<file path="config.mk">
export PLATFORM = sky130hd
export DESIGN_NAME = phase_mac_flat
export DESIGN_NICKNAME = d
export VERILOG_FILES = /design/src/rtl/phase_mac_if.sv /design/src/rtl/phase_mac.sv /design/src/flat_wrapper.sv
export SDC_FILE = /design/constraint.sdc
export NUM_CORES = 1
export LEC_CHECK = 0
export BUFFER_PORTS_ARGS = -buffer_cell sky130_fd_sc_hd__buf_2
export CAP_MARGIN = 20
export CORE_AREA = 5 5 134 136
export DETAILED_ROUTE_END_ITERATION = 10
export DIE_AREA = 0 0 139 141
export GPL_ROUTABILITY_DRIVEN = 0
export SLEW_MARGIN = 15
export SYNTH_ARGS = -nofsm -noshare
export SYNTH_HDL_FRONTEND = slang
export SYNTH_SLANG_ARGS = --single-unit
</file>
<file path="constraint.sdc">
create_clock -name clk -period 9 [get_ports clk]
set_input_delay 1.8 -clock clk [delete_from_list [all_inputs] [get_ports clk]]
set_output_delay 1.8 -clock clk [all_outputs]
set_load 0.1 [all_outputs]
</file>
<file path="src/rtl/phase_mac_if.sv">
// Bundle between the one-hot sequencer and the phase-driven MAC datapath.
// The sequencer side drives phase and operands; the datapath returns results and status.
interface phase_mac_if #(
  parameter int WIDTH = 8,
  parameter int ACC_W = 20,
  parameter int CNT_W = 8
);
  logic [3:0]              phase;
  logic signed [WIDTH-1:0] a_in;
  logic signed [WIDTH-1:0] b_in;
  logic [1:0]              op_in;
  logic signed [ACC_W-1:0] acc_out;
  logic                    done;
  logic                    busy;
  logic                    sat;
  logic                    err;
  logic [CNT_W-1:0]        op_count;

  modport master (
    output phase, a_in, b_in, op_in,
    input  acc_out, done, busy, sat, err, op_count
  );

  modport slave (
    input  phase, a_in, b_in, op_in,
    output acc_out, done, busy, sat, err, op_count
  );
endinterface

</file>
<file path="src/rtl/phase_mac.sv">
// Saturating signed multiply-accumulate stepped by a one-hot S1/S2/S3 phase bus:
// operands are captured in S2, executed in S3, and the result is reported during the next S1.
module phase_mac #(
  parameter int WIDTH = 8,
  parameter int ACC_W = 20,
  parameter int CNT_W = 8
) (
  input  logic         clk,
  input  logic         reset,
  phase_mac_if.slave   bus
);
  localparam int XW = ACC_W + 2;
  localparam logic signed [XW-1:0] ACC_MAX = {3'b000, {(ACC_W-1){1'b1}}};
  localparam logic signed [XW-1:0] ACC_MIN = {3'b111, {(ACC_W-1){1'b0}}};

  typedef enum logic [0:0] {ST_IDLE = 1'b0, ST_ARMED = 1'b1} state_t;

  state_t                  state_r, state_s;
  logic                    is_s2_s, is_s3_s, is_bad_s;
  logic                    exec_s, fault_s;
  logic signed [WIDTH-1:0] a_r, b_r;
  logic [1:0]              op_r;
  logic signed [ACC_W-1:0] acc_r;
  logic                    done_r, sat_r, err_r;
  logic [CNT_W-1:0]        op_count_r;
  logic signed [2*WIDTH-1:0] prod_s;
  logic signed [XW-1:0]    acc_x_s, a_x_s, p_x_s, sum_s;
  logic signed [ACC_W-1:0] acc_nxt_s;
  logic                    clamp_s;

  // Clamp a widened result into the accumulator range; the top bit flags a clamp.
  function automatic logic [ACC_W:0] sat_clamp(input logic signed [XW-1:0] x);
    logic [ACC_W:0] r;
    if (x > ACC_MAX) begin
      r = {1'b1, ACC_MAX[ACC_W-1:0]};
    end else if (x < ACC_MIN) begin
      r = {1'b1, ACC_MIN[ACC_W-1:0]};
    end else begin
      r = {1'b0, x[ACC_W-1:0]};
    end
    return r;
  endfunction

  // Decode the one-hot phase bus; anything other than S1/S2/S3 is illegal.
  always_comb begin
    is_s2_s  = 1'b0;
    is_s3_s  = 1'b0;
    is_bad_s = 1'b0;
    case (bus.phase)
      4'b0001: is_bad_s = 1'b0;
      4'b0010: is_s2_s  = 1'b1;
      4'b0100: is_s3_s  = 1'b1;
      default: is_bad_s = 1'b1;
    endcase
  end

  // Operand-armed state register.
  always_ff @(posedge clk or posedge reset) begin
    if (reset) begin
      state_r <= ST_IDLE;
    end else begin
      state_r <= state_s;
    end
  end

  // Next state: capture arms, execute or an illegal phase disarms.
  always_comb begin
    state_s = state_r;
    if (is_s2_s) begin
      state_s = ST_ARMED;
    end else if (is_s3_s || is_bad_s) begin
      state_s = ST_IDLE;
    end else begin
      state_s = state_r;
    end
  end

  // Control strobes and registered output drive.
  always_comb begin
    exec_s       = is_s3_s && (state_r == ST_ARMED);
    fault_s      = is_bad_s || (is_s3_s && (state_r == ST_IDLE));
    bus.busy     = (state_r == ST_ARMED);
    bus.acc_out  = acc_r;
    bus.done     = done_r;
    bus.sat      = sat_r;
    bus.err      = err_r;
    bus.op_count = op_count_r;
  end

  // Arithmetic in ACC_W+2 bits so no intermediate can wrap before clamping.
  always_comb begin
    prod_s  = a_r * b_r;
    acc_x_s = {{2{acc_r[ACC_W-1]}}, acc_r};
    a_x_s   = {{(XW-WIDTH){a_r[WIDTH-1]}}, a_r};
    p_x_s   = {{(XW-2*WIDTH){prod_s[2*WIDTH-1]}}, prod_s};
    case (op_r)
      2'b00:   sum_s = acc_x_s + a_x_s;
      2'b01:   sum_s = acc_x_s - a_x_s;
      2'b10:   sum_s = acc_x_s + p_x_s;
      2'b11:   sum_s = {XW{1'b0}};
      default: sum_s = acc_x_s;
    endcase
    {clamp_s, acc_nxt_s} = sat_clamp(sum_s);
  end

  // Datapath registers, sticky flags and the wrapping operation counter.
  always_ff @(posedge clk or posedge reset) begin
    if (reset) begin
      a_r        <= {WIDTH{1'b0}};
      b_r        <= {WIDTH{1'b0}};
      op_r       <= 2'b00;
      acc_r      <= {ACC_W{1'b0}};
      done_r     <= 1'b0;
      sat_r      <= 1'b0;
      err_r      <= 1'b0;
      op_count_r <= {CNT_W{1'b0}};
    end else begin
      done_r <= exec_s;
      if (fault_s) begin
        err_r <= 1'b1;
      end
      if (is_s2_s) begin
        a_r  <= bus.a_in;
        b_r  <= bus.b_in;
        op_r <= bus.op_in;
      end
      if (exec_s) begin
        op_count_r <= op_count_r + {{(CNT_W-1){1'b0}}, 1'b1};
        if (op_r == 2'b11) begin
          acc_r <= {ACC_W{1'b0}};
          sat_r <= 1'b0;
        end else begin
          acc_r <= acc_nxt_s;
          if (clamp_s) begin
            sat_r <= 1'b1;
          end
        end
      end
    end
  end
endmodule

</file>
<file path="src/flat_wrapper.sv">
// flat-port wrapper written by rule: the top's interface ports become plain ports
module phase_mac_flat 
#(
  parameter int WIDTH = 8,
  parameter int ACC_W = 20,
  parameter int CNT_W = 8
)
  (clk, reset, bus_phase, bus_a_in, bus_b_in, bus_op_in, bus_acc_out, bus_done, bus_busy, bus_sat, bus_err, bus_op_count);
  phase_mac_if #(.WIDTH(WIDTH), .ACC_W(ACC_W), .CNT_W(CNT_W)) bus_i ();
  input  logic clk;
  input  logic reset;
  input wire logic [$bits(bus_i.phase)-1:0] bus_phase;
  input wire logic [$bits(bus_i.a_in)-1:0] bus_a_in;
  input wire logic [$bits(bus_i.b_in)-1:0] bus_b_in;
  input wire logic [$bits(bus_i.op_in)-1:0] bus_op_in;
  output wire logic [$bits(bus_i.acc_out)-1:0] bus_acc_out;
  output wire logic [$bits(bus_i.done)-1:0] bus_done;
  output wire logic [$bits(bus_i.busy)-1:0] bus_busy;
  output wire logic [$bits(bus_i.sat)-1:0] bus_sat;
  output wire logic [$bits(bus_i.err)-1:0] bus_err;
  output wire logic [$bits(bus_i.op_count)-1:0] bus_op_count;
  assign bus_i.phase = bus_phase;
  assign bus_i.a_in = bus_a_in;
  assign bus_i.b_in = bus_b_in;
  assign bus_i.op_in = bus_op_in;
  assign bus_acc_out = bus_i.acc_out;
  assign bus_done = bus_i.done;
  assign bus_busy = bus_i.busy;
  assign bus_sat = bus_i.sat;
  assign bus_err = bus_i.err;
  assign bus_op_count = bus_i.op_count;
  phase_mac #(.WIDTH(WIDTH), .ACC_W(ACC_W), .CNT_W(CNT_W)) u_core (.clk(clk), .reset(reset), .bus(bus_i));
endmodule
</file>
==> results.ini <==
[outcome]
outcome=finished clean

[routing]
routedWlPerCell_um=17.8
vias=5575
drc=0
wl_met2_um=9030
via_per_inst=5.38
drt_first_pass_iters=5
drt_iter0_drc=322
wirelength_um=18500
highest_layer=met4
wl_met3_um=483
drt-met1-wl_um=8580
antenna_left=0

[global_route]
grt_max_degree=51
grt_pass1_wl_um=31500
first_global_vias=5860
grt_overflow=0
antenna_found_initial=0
track_usage_pct=20.0

[floorplanning]
start_util_pct=43.7
num_io_pins=56
rows=48
die_area_um2=19600
die_h_um=141
die_x_um=139
core-area_um2=16800

[logic_synthesis]
synth_area_leader_cell=fa_1
synth_seq_area_share_pct=17.0
async_flop_share_pct=100
yosysMostFrequentCell=inv_1
syn_avg_cell_area_um2=9.47
synthFlopType=dfrtp_1
yosysWarnings=0
synth_cell_types=66
synth_common_cells=inv_1, fa_1, ha_1
synth_area_um2=7350
ys_top_cells_by_area=fa_1, dfrtp_1, ha_1, inv_1, nand2_1
syn-instance-count=776
syn_nets=965
synth_edf_count=0
yosys_register_bits=50
yosys.area.top_type_share_pct=25.3

[place]
dp_hpwl_um=14900
port_buffers=55

[setup_path]
cpMaxStageDelayCell=and2_1
critPathCaptureType=register
critPathArrivalTime_ns=6.81
critPathRequiredTime_ns=9.16
r2r_slack_ns=2.35
critPathMaxStageDelay_ns=0.67
cp-start-kind=register
path_buf_inv=2
cp_common_cell=fa_1
cp_cell_sequence=and2_1, inv_1, fa_1, inv_1, fa_1, fa_1, fa_1, fa_1, ha_1, o211ai_1, o211ai_1, a41oi_1, o21ai_0, xnor2_1, o32ai_4, o21ai_4, o22ai_1
crit_family=adder cells
critical_path_class=reg -> reg
cp_max_fo=22

[sta]
max_freq_ghz=0.150
drv_slew=0
slew_headroom_pct=33.6
tightest_slew_ns=0.995
final-hold-violation-count=0
min_period_ns=6.65
fin_tns_setup_ns=0
fin_crit_sh_pct=73.9
rsz0062_at_grt=false
setup_viol=0
skew_ns=0.00398

[clock_tree]
cts_buffers=5
cts_root_buf=clkbuf_16
ctsHtreeMaxLevel=2
cts-hold-fix-buffers=0
cts.repair.resized=0
worstSkewPairLatency_ns=0.31
cts.sinks=50
postCtsSetupBuffers=0
cts_tree=built
cts_buffer_depth=2
cts.clk_slew.worst_paths_ns=0.08

[min_path]
hold_class=reg -> reg

[final_layout]
antenna_cells=0
nets=999
drive_above_1_share_pct=12.3
area_delta_synth_final_pct=7.78

[flow_run]
max-cap-violations=0

## cells in the final DEF (no fill, tap or decap), types with 6 or more instances in the layout
| cell | instances |
|---|---|
| inv_1 | 103 |
| fa_1 | 93 |
| ha_1 | 72 |
| nand2_1 | 67 |
| buf_2 | 55 |
| dfrtp_1 | 50 |
| a21oi_1 | 39 |
| and2_1 | 36 |
| nor2_1 | 34 |
| o21ai_0 | 28 |
| xnor2_1 | 28 |
| a21o_1 | 18 |
| mux2_2 | 14 |
| nand3_1 | 12 |
| xor2_1 | 12 |
| o21ai_1 | 10 |
| a221oi_1 | 10 |
| nand2b_1 | 8 |
| and3_1 | 8 |
| a211oi_1 | 8 |
| o22ai_1 | 8 |
| o21a_1 | 6 |
## layout make-up
type,instances,area (um^2)
inverter,106,398
clock inverter,3,28.8
sequential,50,1250
tap,225,282
clock buffer,5,125
multi-input combinational,590,5550
fill,1638,8890
timing repair buffer,57,290
## logic make-up after synthesis
family	after synthesis	synth area share, %
and+or+nand+nor	196	13.3
adders and majority gates	165	37.6
AOI/OAI and AO/OA	172	16.9
DFF	50	17.0
buffers and inverters	136	7.59
xor gates and xnor gates	42	5.38
muxes	15	2.28
## sequential cells by signal, summed over array words and instances, names as in the netlist
| name | flops |
|---|---|
| u_core.bus.op_count | 8 |
| u_core.bus.err | 1 |
| u_core.bus.done | 1 |
| u_core.bus.busy | 1 |
| u_core.a_r | 8 |
| u_core.bus.acc_out | 20 |
| u_core.bus.sat | 1 |
| u_core.op_r | 2 |
| u_core.b_r | 8 |
## per-stage QoR
stage / util (%) / worst slack [ns] / instances / hold slack (ns) / instance area [um^2]
after floorplan: - / 3.08 / 776 / 0.576 / 7350
after global placement: 46.2 / 2.52 / 1028 / 0.453 / 7770
after detailed placement: 46.2 / 2.37 / 1028 / 0.459 / 7770
after CTS: 47.1 / 2.35 / 1036 / 0.474 / 7920
after global routing: 47.1 / 1.87 / 1036 / 0.507 / 7920
final: 47.1 / 2.35 / 1036 / 0.467 / 7920
## worst paths after layout
check,from,end,depth (start not counted)
worst max-delay path,u_core.a_r[7]$_DFFE_PP0P_,u_core.bus.acc_out[2]$_DFFE_PP0P_,17
worst min-delay path,u_core.bus.op_count[7]$_DFFE_PP0P_,u_core.bus.op_count[7]$_DFFE_PP0P_,1
worst max register to register,u_core.a_r[7]$_DFFE_PP0P_,u_core.bus.acc_out[2]$_DFFE_PP0P_,17
worst min register to register,u_core.bus.op_count[7]$_DFFE_PP0P_,u_core.bus.op_count[7]$_DFFE_PP0P_,1
max in group asynchronous,reset,u_core.b_r[2]$_DFFE_PP0P_,3
min in group asynchronous,reset,u_core.bus.done$_DFF_PP0_,3
## per-layer routing
| layer | global-route usage, % | up-vias |
|---|---|---|
| met5 | 0 | - |
| met4 | 5.46 | 0 |
| met3 | 2.10 | 22 |
| met2 | 34.1 | 95 |
| met1 | 27.3 | 2751 |
| li1 | - | 2707 |
Power is not shown: default switching activity piles up to over one toggle a cycle in this logic, so the estimate is an artifact.
